## src/rtl/countdown_timer_if.sv

```systemverilog
// -----------------------------------------------------------------------------
// countdown_timer_if
// Control/status bundle between the menu logic and the countdown timer.
//   start     : one-cycle pulse, load load_bcd and (re)start the countdown
//   load_bcd  : start value, two BCD digits {tens, ones}
//   pause     : level, freezes the countdown while high
//   cancel    : one-cycle pulse, abort the countdown silently
//   seconds   : {active, tens_bcd, ones_bcd} for the seven-segment driver
//   busy      : countdown running or paused
//   done      : one-cycle expiry pulse
// master = controller side, slave = timer side.
// -----------------------------------------------------------------------------
interface countdown_timer_if;
    logic       start;
    logic [7:0] load_bcd;
    logic       pause;
    logic       cancel;
    logic [8:0] seconds;
    logic       busy;
    logic       done;

    modport master (
        output start, load_bcd, pause, cancel,
        input  seconds, busy, done
    );

    modport slave (
        input  start, load_bcd, pause, cancel,
        output seconds, busy, done
    );
endinterface

```

## src/rtl/countdown_timer.sv

```systemverilog
// -----------------------------------------------------------------------------
// countdown_timer
// One-second BCD countdown feeding the seven-segment display driver.
//   clk_out : block clock (divided system clock)
//   reset   : asynchronous, active-low reset
//   bus     : countdown_timer_if.slave (start/load_bcd/pause/cancel in,
//             seconds/busy/done out, all outputs registered)
// Parameters:
//   TICKS_PER_SEC : clk_out cycles per decrement (2 .. 2^20)
//   PRESC_W       : prescaler width, 2^PRESC_W >= TICKS_PER_SEC
// -----------------------------------------------------------------------------
module countdown_timer #(
    parameter int TICKS_PER_SEC = 20000,
    parameter int PRESC_W       = 20
) (
    input  logic                clk_out,
    input  logic                reset,
    countdown_timer_if.slave    bus
);

    typedef enum logic [1:0] {
        ST_IDLE   = 2'd0,
        ST_RUN    = 2'd1,
        ST_PAUSE  = 2'd2,
        ST_EXPIRE = 2'd3
    } state_t;

    localparam logic [PRESC_W-1:0] TICK_LAST = PRESC_W'(TICKS_PER_SEC - 1);
    localparam logic [PRESC_W-1:0] PRESC_ONE = PRESC_W'(1);

    // Clamp a BCD digit so illegal nibbles never reach the display.
    function automatic logic [3:0] sat_digit(input logic [3:0] d);
        if (d > 4'd9) begin
            sat_digit = 4'd9;
        end else begin
            sat_digit = d;
        end
    endfunction

    // Two-digit BCD decrement; borrow turns ones 0 into 9.
    function automatic logic [7:0] bcd_dec(input logic [7:0] v);
        if (v[3:0] != 4'd0) begin
            bcd_dec = {v[7:4], v[3:0] - 4'd1};
        end else begin
            bcd_dec = {v[7:4] - 4'd1, 4'd9};
        end
    endfunction

    state_t             state_q, state_d;
    logic [PRESC_W-1:0] presc_q, presc_d;
    logic [7:0]         bcd_q,   bcd_d;
    logic               active_q, active_d;
    logic               busy_q,  busy_d;
    logic               done_q,  done_d;

    logic               tick_s;
    logic [7:0]         load_s;

    assign tick_s = (presc_q == TICK_LAST);
    assign load_s = {sat_digit(bus.load_bcd[7:4]), sat_digit(bus.load_bcd[3:0])};

    // Next-state, prescaler and value logic; priority cancel > start > pause.
    always_comb begin
        state_d  = state_q;
        presc_d  = presc_q;
        bcd_d    = bcd_q;
        active_d = active_q;

        if (bus.cancel) begin
            state_d  = ST_IDLE;
            presc_d  = '0;
            bcd_d    = 8'h00;
            active_d = 1'b0;
        end else if (bus.start) begin
            presc_d  = '0;
            active_d = 1'b1;
            if (load_s != 8'h00) begin
                state_d = ST_RUN;
                bcd_d   = load_s;
            end else begin
                state_d = ST_EXPIRE;
                bcd_d   = 8'h00;
            end
        end else begin
            case (state_q)
                ST_IDLE: begin
                    state_d = ST_IDLE;
                end
                ST_RUN: begin
                    if (tick_s) begin
                        // A tick always lands, even with pause raised.
                        presc_d = '0;
                        if (bcd_q == 8'h01) begin
                            state_d = ST_EXPIRE;
                            bcd_d   = 8'h00;
                        end else begin
                            bcd_d   = bcd_dec(bcd_q);
                            state_d = bus.pause ? ST_PAUSE : ST_RUN;
                        end
                    end else if (bus.pause) begin
                        state_d = ST_PAUSE;
                    end else begin
                        presc_d = presc_q + PRESC_ONE;
                    end
                end
                ST_PAUSE: begin
                    // Every cycle with pause low advances the prescaler; a
                    // paused count is never at TICK_LAST since that cycle ticks.
                    if (!bus.pause) begin
                        state_d = ST_RUN;
                        presc_d = presc_q + PRESC_ONE;
                    end else begin
                        state_d = ST_PAUSE;
                    end
                end
                ST_EXPIRE: begin
                    state_d  = ST_IDLE;
                    presc_d  = '0;
                    bcd_d    = 8'h00;
                    active_d = 1'b0;
                end
                default: begin
                    state_d  = ST_IDLE;
                    presc_d  = '0;
                    bcd_d    = 8'h00;
                    active_d = 1'b0;
                end
            endcase
        end

        busy_d = (state_d == ST_RUN) || (state_d == ST_PAUSE);
        done_d = (state_d == ST_EXPIRE);
    end

    // State and output registers with asynchronous clear.
    always_ff @(posedge clk_out or negedge reset) begin
        if (!reset) begin
            state_q  <= ST_IDLE;
            presc_q  <= '0;
            bcd_q    <= 8'h00;
            active_q <= 1'b0;
            busy_q   <= 1'b0;
            done_q   <= 1'b0;
        end else begin
            state_q  <= state_d;
            presc_q  <= presc_d;
            bcd_q    <= bcd_d;
            active_q <= active_d;
            busy_q   <= busy_d;
            done_q   <= done_d;
        end
    end

    assign bus.seconds = {active_q, bcd_q};
    assign bus.busy    = busy_q;
    assign bus.done    = done_q;

endmodule

```

## src/flat_wrapper.sv

```systemverilog
// flat-port wrapper written by rule: the top's interface ports become plain ports
module countdown_timer_flat 
#(
    parameter int TICKS_PER_SEC = 20000,
    parameter int PRESC_W       = 20
)
  (clk_out, reset, bus_start, bus_load_bcd, bus_pause, bus_cancel, bus_seconds, bus_busy, bus_done);
  countdown_timer_if bus_i ();
  input  logic clk_out;
  input  logic reset;
  input wire logic [$bits(bus_i.start)-1:0] bus_start;
  input wire logic [$bits(bus_i.load_bcd)-1:0] bus_load_bcd;
  input wire logic [$bits(bus_i.pause)-1:0] bus_pause;
  input wire logic [$bits(bus_i.cancel)-1:0] bus_cancel;
  output wire logic [$bits(bus_i.seconds)-1:0] bus_seconds;
  output wire logic [$bits(bus_i.busy)-1:0] bus_busy;
  output wire logic [$bits(bus_i.done)-1:0] bus_done;
  assign bus_i.start = bus_start;
  assign bus_i.load_bcd = bus_load_bcd;
  assign bus_i.pause = bus_pause;
  assign bus_i.cancel = bus_cancel;
  assign bus_seconds = bus_i.seconds;
  assign bus_busy = bus_i.busy;
  assign bus_done = bus_i.done;
  countdown_timer #(.TICKS_PER_SEC(TICKS_PER_SEC), .PRESC_W(PRESC_W)) u_core (.clk_out(clk_out), .reset(reset), .bus(bus_i));
endmodule
```

## config.mk

```make
export PLATFORM = sky130hd
export DESIGN_NAME = countdown_timer_flat
export DESIGN_NICKNAME = d
export VERILOG_FILES = /design/src/rtl/countdown_timer_if.sv /design/src/rtl/countdown_timer.sv /design/src/flat_wrapper.sv
export SDC_FILE = /design/constraint.sdc
export NUM_CORES = 1
export LEC_CHECK = 0
export CORE_UTILIZATION = 56
export DETAILED_ROUTE_END_ITERATION = 7
export PLACE_DENSITY = 0.89
export SETUP_SLACK_MARGIN = 0.15
export SLEW_MARGIN = 20
export SYNTH_ARGS = -nofsm -noshare
export SYNTH_HDL_FRONTEND = slang
export SYNTH_SLANG_ARGS = --single-unit
```

## constraint.sdc

```tcl
create_clock -name clk_out -period 2.5 [get_ports clk_out]
set_input_delay 0.625 -clock clk_out [delete_from_list [all_inputs] [get_ports clk_out]]
set_output_delay 0.625 -clock clk_out [all_outputs]
set_load 0.01 [all_outputs]
```

==> flow_summary.ini, run 1 <==
[cts]
worstSkewPairLatency_ps = 350
hold_buffers = 0
path_clk_slew_ps = 100
clockBufferDepth = 2
cts_sinks = 33
cts_tree = yes
numCtsBuffers = 5
cts_root_buffer = clkbuf_4
htree_levels = 2

[layout]
antenna_cells = 0
fillers = 272
final_cell_area_mm2 = 0.002472
mostFrequentLayoutCells = dfrtp_1, clkdlybuf4s50_1, nor2_2, xnor2_1, nor2_1
drive_gt1_share_pct = 20.00
syn2layout_area_growth_pct = 20.34
layout_commonest_cell = dfrtp_1
utilization_pct = 72.38
final_cells = 301
fin_nets = 275

[routing]
vias = 1740
vias_per_cell = 5.781
wl_mm = 4.445
drc = 0
first_iter_violations = 117
wire_per_inst_um = 14.77
antenna_left = 0
dr.pass1.iters = 4

[synth]
ys.warnings.count = 0
synthFlopType = dfrtp_1
synth.cell_area_mm2 = 0.002054
ys_seq_elements = 33
ys_types = 55
synthCells = 218
synth_edf_count = 0
syn_area_per_cell_um2 = 9.424
synth_nets = 239
synthArstFlopShare_pct = 100.0
ys_seq_area_share_pct = 40.19

[pwr]
p_sw_mw = 0.3294
p_sw_share_pct = 29.98
combPwrFrac_pct = 20.6
pwr-share-seq_pct = 52.2
vdd_drop_max_uv = 222.2
p_per_area_mw_per_mm2 = 444.4
p_clk_share_pct = 27.2
total_power_mw = 1.099
p_leak_nw = 0.9457
power.internal_mw = 0.7694

[global_route]
antenna_found_initial = 0
grt_pass1_wl_mm = 7.714
first_global_vias = 1681
grt_overflow = 0
grt_start_max_net_pins = 34
gr-usage-all-layers_pct = 25.06

[sta]
slew_headroom_pct = 65.21
slew_viol_final = 0
fmax_mhz = 434.8
grt_setup_unrepaired = yes
skew_ps = 8.941
post-route-period-util_pct = 92.00
hold_violations = 0
setup_viol = 0
final.setup.tns_ps = 0
worst_pin_slew_ps = 520.7
hold-worst-slack_ps = 525.1
finalCriticalPeriod_ps = 2300
fin_ws_ps = 199.9

[outcome]
status = complete, no violations

[die]
core_region_area_mm2 = 0.003416
die_y_um = 62.57
die_x_um = 62.57
ioPinCount = 24
initial_core_util_pct = 60.15
die-area_mm2 = 0.003915
std_cell_rows = 21

[setup_path]
cp-start-kind = flop
crit_fanout = 4
end_kind = flop
cpLargestDelayFamily = simple AND/OR/NAND/NOR gates
crit_chain = or4_4 > or3_4 > or2_4 > a31oi_1 > o31a_1 > ha_1
cp.buffers_inverters = 0
cp_slowest_stage_delay_ps = 530
cp.required_ps = 2740
path_class = reg -> reg
crit_arrival_ps = 2540
crit_slowest_cell = or4_4

[min_path]
hold_class = reg -> reg

[placement]
globalplace.congestion = 0.8709
dp.cells = 291
port_buffers = 23
post-place-ws_ps = 39.48
hpwl_mm = 3.176
placed_cell_area_mm2 = 0.002391

[run]
cap_violations = 0
==> kinds of logic (layout without fill, tap and decap cells) <==
kind of cell,after synthesis,after routing,share of synthesized area [%]
AOI/OAI and AO/OA,36,36,13.22
adders and majority gates,8,8,4.872
DFF,33,33,40.19
buffers and inverters,18,55,4.263
and+or+nand+nor,101,101,27.83
xor gates and xnor gates,19,19,8.100
muxes,3,3,1.523
==> Yosys cell counts, types with 3 or more instances <==
library cell	count	area share [%]
nor2_1	15	2.7
dfrtp_1	33	40
nor3_1	11	2.7
xnor2_1	16	6.8
nor4_1	7	2.1
nand2_1	13	2.4
nand3_1	8	1.9
clkbuf_1	3	0.55
a21oi_1	8	1.9
o21ai_0	6	1.5
nor2_2	20	6.1
xor2_1	3	1.3
ha_1	8	4.9
a31oi_1	6	1.8
inv_1	11	2.0
nand2b_1	4	1.2
==> worst reg2reg max path, stage by stage (launching register included) <==
cell,delay (ps)
dfrtp_1,440
or4_4,530
or3_4,420
or2_4,270
a31oi_1,140
o31a_1,170
ha_1,230
==> power groups by stage <==
stage / sequential (mW) / clock [mW] / combinational [mW]
6_report: 0.573 / 0.299 / 0.226
5_1_grt: 0.577 / 0.334 / 0.249
4_1_cts: 0.573 / 0.309 / 0.226
3_5_place_dp: 0.583 / 0 / 0.223
3_3_place_gp: 0.583 / 0 / 0.218
2_1_floorplan: 0.587 / 0 / 0.112
==> layout make-up <==
cell class / count / area [um^2] / share of cell area [%]
Tap cell: 46 / 57.56 / 2.328
Clock inverter: 3 / 17.52 / 0.7085
Clock buffer: 5 / 37.54 / 1.518
Timing Repair Buffer: 36 / 340.3 / 13.77
Inverter: 11 / 41.29 / 1.670
Sequential cell: 33 / 827.0 / 33.45
Multi-Input combinational cell: 167 / 1151 / 46.56
==> worst paths after layout <==
check	from	endpoint	slack (ps)	depth (start not counted)
setup reg to reg	u_core.presc_q[13]	u_core.bus.busy	200	6
min in group asynchronous	reset	u_core.bcd_q[3]	670	2
setup / recovery	u_core.presc_q[13]	u_core.bus.busy	200	6
hold reg to reg	u_core.active_q	u_core.active_q	530	2
hold / removal	u_core.active_q	u_core.active_q	530	2
max in group asynchronous	reset	u_core.presc_q[12]	1510	2
==> layer usage <==
metal | vias up | share of wire (%) | global-route usage (%) | routed length (um)
met2 | 45 | 50 | 39.54 | 2209
met3 | 9 | 4.9 | 6.022 | 217
met4 | 0 | 1.5 | 10.47 | 68
met5 | - | 0 | 0 | 0
li1 | 848 | - | - | -
met1 | 838 | 44 | 32.90 | 1949
==> sequential cells by signal, summed over array words and instances (netlist names) <==
| name | count |
|---|---|
| u_core.active_q | 1 |
| u_core.bcd_q | 8 |
| u_core.bus.busy | 1 |
| u_core.bus.done | 1 |
| u_core.presc_q | 20 |
| u_core.state_q | 2 |
==> what timing repair did <==
item                                    4_1_cts  5_1_grt
endpoints found under the setup margin        0        1
gates resized for setup                       0        3
buffers inserted                              0        2
No activity file was read; power rests on OpenSTA's default activity.
==> run 2, diff against run 1 <==
Settings changed: GPL_TIMING_DRIVEN from default to 0, SKIP_LAST_GASP from default to 1.
==> run 2 against run 1 <==
Global-route usage down 0.23 points; critical path depth unchanged; sequential power about the same; sequential cell count unchanged; critical endpoint unchanged; setup slack improved by 17 ps; register-to-register slack improved by 20 ps.
==> flow_summary.ini, run 2 (synthesis results as in run 1) <==
[routing]
dr.pass1.iters = 4
vias = 1706
wl_mm = 4.501
first_iter_violations = 90
wire_per_inst_um = 15.21
vias_per_cell = 5.764
drc = 0
antenna_left = 0

[die]
std_cell_rows = 21
initial_core_util_pct = 60.15
core_region_area_mm2 = 0.003416
ioPinCount = 24
die_x_um = 62.57
die_y_um = 62.57
die-area_mm2 = 0.003915

[min_path]
hold_class = in -> async

[layout]
drive_gt1_share_pct = 18.00
antenna_cells = 0
final_cells = 296
reg_top3 = u_core.presc_q x20, u_core.bcd_q x8, u_core.state_q x2
fin_nets = 270
largest-register = u_core.presc_q
final_cell_area_mm2 = 0.002441
syn2layout_area_growth_pct = 18.82
mostFrequentLayoutCells = dfrtp_1, nor2_2, clkdlybuf4s50_1, xnor2_1, nor2_1
layout_commonest_cell = dfrtp_1
largest_reg_flops = 20

[cts]
path_clk_slew_ps = 110
worstSkewPairLatency_ps = 360
cts_tree = yes
clockBufferDepth = 2
cts_sinks = 33
htree_levels = 2
numCtsBuffers = 5
cts_root_buffer = clkbuf_4

[sta]
worst_pin_slew_ps = 565.1
grt_setup_unrepaired = no
skew_ps = 18.41
fmax_mhz = 438.0
fin_ws_ps = 216.8
finalCriticalPeriod_ps = 2283
hold_violations = 0
final.setup.tns_ps = 0
slew_headroom_pct = 62.01
setup_viol = 0
post-route-period-util_pct = 91.33
slew_viol_final = 0

[setup_path]
crit_slowest_cell = or4_1
rr_worst_depth = 6
rrSetupSlack_ps = 220
cpLargestDelayFamily = simple AND/OR/NAND/NOR gates
end_kind = flop
crit_fanout = 4
r2r-end = u_core.bus.busy
cp-start-kind = flop
startpoint = u_core.presc_q[8]
crit_chain = or4_1 > or3_4 > or2_4 > a31oi_1 > o31a_1 > ha_1
cp.buffers_inverters = 0
rr_startpoint = u_core.presc_q[8]
cp.required_ps = 2750
path_class = reg -> reg
crit_arrival_ps = 2540
cp_slowest_stage_delay_ps = 530

[placement]
placed_cell_area_mm2 = 0.002347
dp.cells = 287
hpwl_mm = 3.177
post-place-ws_ps = -223.3
globalplace.congestion = 0.8957
port_buffers = 22

[run]
cap_violations = 0

[pwr]
vdd_drop_max_uv = 323.9
p_per_area_mw_per_mm2 = 470.8
p_leak_nw = 0.9364
total_power_mw = 1.149

[global_route]
gr-usage-all-layers_pct = 24.83
first_global_vias = 1742
grt_overflow = 0
grt_start_max_net_pins = 27
grt_pass1_wl_mm = 7.603
antenna_found_initial = 0

[outcome]
status = complete, no violations
## run 2: cell count changes in the layout (fill, tap and decap cells not counted), sizes merged
cell,delta
buf,-6
clkbuf,+5
clkdlybuf4s50,-3
clkinv,-1
clkinvlp,-1
dlymetal6s2s,+1
## run 2: how the worst max path moves through the flow
stage | to | slack (ps) | cells past startpoint
floorplan | u_core.bus.busy | 320 | 6
global placement | u_core.presc_q[18] | -170 | 7
detailed placement | u_core.presc_q[14] | -220 | 7
CTS | u_core.presc_q[18] | 190 | 7
global route | u_core.bus.busy | 150 | 6
finish | u_core.bus.busy | 220 | 6
## run 2: per-layer routing
metal / global-route usage, % / routed length [um] / vias to the layer above
met3: 3.832 / 206 / 5
met1: 28.64 / 1884 / 822
met5: 0 / 0 / -
li1: - / - / 828
met2: 44.43 / 2363 / 51
met4: 12.21 / 47 / 0
## run 2: stage by stage
step | util, % | hold slack, ps
2_1_floorplan | - | 329.4
3_3_place_gp | 68.28 | 500.4
3_5_place_dp | 68.72 | 494.8
4_1_cts | 70.99 | 98.33
5_1_grt | 71.47 | 102.6
6_report | 71.47 | 100.2
## run 2: timing repair
action	in CTS	in global routing
pin swaps	0	0
hold buffers	0	0
endpoints found under the setup margin	4	6
setup buffers	0	1
resized for setup	2	2
## run 2: cell type report
type                            instances  area (um^2)
Clock inverter                          1        5.005
Buffer                                  7        47.55
Multi-Input combinational cell        167         1154
Sequential cell                        33        825.8
Tap cell                               46        57.56
Timing Repair Buffer                   24        245.2
Inverter                               11        41.29
Fill cell                             282        974.7
Clock buffer                            7        65.06
## run 2: where the power goes
group / internal [mW] / switching, mW
Sequential: 0.552 / 0.0212
Combinational: 0.103 / 0.114
Clock: 0.163 / 0.196
==> run 3, diff against run 2 <==
Settings changed: CORE_UTILIZATION 56 to 52, PLACE_DENSITY 0.89 to 0.84.
==> run 3 against run 2 <==
Combinational power hardly changed; register-to-register slack improved by 40 ps; hold slack improved by 110 ps; critical path depth stayed put; power is 3.5% higher; critical endpoint unchanged; largest cell class unchanged.
==> flow_summary.ini, run 3 (synthesis results as in run 1) <==
[cts]
cts_tree = yes
path_clk_slew_ps = 70
numCtsBuffers = 5
cts_sinks = 33
hold_buffers = 0
cts_root_buffer = clkbuf_8
clockBufferDepth = 2
worstSkewPairLatency_ps = 280
htree_levels = 2

[routing]
wl_mm = 4.200
first_iter_violations = 134
dr.pass1.iters = 4
wire_per_inst_um = 13.91
antenna_left = 0
vias_per_cell = 5.536
vias = 1672
drc = 0

[layout]
layout_commonest_cell = dfrtp_1
reg_top3 = u_core.presc_q x20, u_core.bcd_q x8, u_core.state_q x2
fillers = 290
antenna_cells = 0
mostFrequentLayoutCells = dfrtp_1, nor2_2, clkdlybuf4s50_1, xnor2_1, nor2_1
syn2layout_area_growth_pct = 21.68
drive_gt1_share_pct = 18.90
fin_nets = 275
largest-register = u_core.presc_q
largest_reg_flops = 20
utilization_pct = 67.27

[pwr]
p_leak_nw = 0.9606
p_per_area_mw_per_mm2 = 475.8
vdd_drop_max_uv = 390.8

[setup_path]
crit_chain = or4_1 > or3_4 > or2_4 > a31oi_1 > o31a_1 > ha_1
cp.buffers_inverters = 0
crit_fanout = 4
cp.required_ps = 2670
crit_arrival_ps = 2410
rrSetupSlack_ps = 260
rr_worst_depth = 6
path_depth = 6
crit_slowest_cell = or4_1
cpLargestDelayFamily = simple AND/OR/NAND/NOR gates
cp_slowest_stage_delay_ps = 520
cp-start-kind = flop
end_kind = flop
path_class = reg -> reg

[placement]
hpwl_mm = 3.097
post-place-ws_ps = -198.7
port_buffers = 22
globalplace.congestion = 0.8793

[sta]
post-route-period-util_pct = 89.79
grt_setup_unrepaired = yes
hold_violations = 0
worst_pin_slew_ps = 593.7
setup_viol = 0
fmax_mhz = 445.5
fin_ws_ps = 255.3
final.setup.tns_ps = 0
finalCriticalPeriod_ps = 2245
skew_ps = 8.462
slew_viol_final = 0
slew_headroom_pct = 60.09

[min_path]
hold_class = in -> async

[die]
die-area_mm2 = 0.004206
die_x_um = 64.86
initial_core_util_pct = 55.29
ioPinCount = 24
core_region_area_mm2 = 0.003716
die_y_um = 64.86
std_cell_rows = 22

[global_route]
first_global_vias = 1623
grt_pass1_wl_mm = 7.086
grt_start_max_net_pins = 26
antenna_found_initial = 0
gr-usage-all-layers_pct = 21.95
grt_overflow = 0

[outcome]
status = complete, no violations

[run]
cap_violations = 0
==> run 3: changes by cell type in the layout (fill, tap and decap cells not counted), moves of 2 or more <==
cell	previous run	this run
clkbuf_4	5	0
clkbuf_1	2	4
buf_4	2	7
clkbuf_8	2	6
==> run 3: layout make-up <==
type                       count  area [um^2]  area share [%]
sequential                    33        827.0           33.08
tap                           48        60.06           2.402
buffer                         7        46.29           1.852
clock buffer                   7        86.33           3.453
multi-input combinational    167         1152           46.10
timing repair buffer          29        286.5           11.46
inverter                      11        41.29           1.652
==> run 3: path summary, 6_finish.rpt <==
kind / startpoint / endpoint
hold / removal: reset / u_core.bcd_q[3]
max in group asynchronous: reset / u_core.presc_q[12]
setup / recovery: u_core.presc_q[8] / u_core.bus.busy
hold reg to reg: u_core.bcd_q[7] / u_core.bcd_q[7]
setup reg to reg: u_core.presc_q[8] / u_core.bus.busy
min in group clk_out: u_core.bcd_q[7] / u_core.bcd_q[7]
==> run 3: repair_timing <==
item                                    CTS  global route
pin swaps                                 0             2
endpoints found under the setup margin    9             3
buffers inserted                          0             6
resized for setup                         2             2
gates cloned                              0             0
==> run 3: per-stage QoR <==
| stage | cell area [um^2] | total power, mW | cells | hold WS [ps] |
|---|---|---|---|---|
| CTS | 2449 | 1.202 | 296 | 206.2 |
| detailed placement | 2357 | 0.7962 | 289 | 513.8 |
| finish | 2500 | 1.189 | 302 | 207.6 |
| floorplan | 2054 | 0.6990 | 218 | 329.4 |
| global route | 2500 | 1.245 | 302 | 213.7 |
| global placement | 2335 | 0.7880 | 288 | 500.2 |
==> run 3: power by group <==
part           internal [mW]  switching (mW)  leakage (nW)
sequential             0.553          0.0208         0.448
clock                  0.218           0.181        0.0443
combinational          0.105           0.111         0.468
==> run 3: layer usage <==
metal / vias up / GRT usage (%) / share of wire, %
met3: 4 / 5.106 / 3.9
met5: - / 0 / 0
met4: 0 / 6.667 / 0.60
met1: 790 / 26.88 / 44
li1: 844 / - / -
met2: 34 / 37.89 / 51
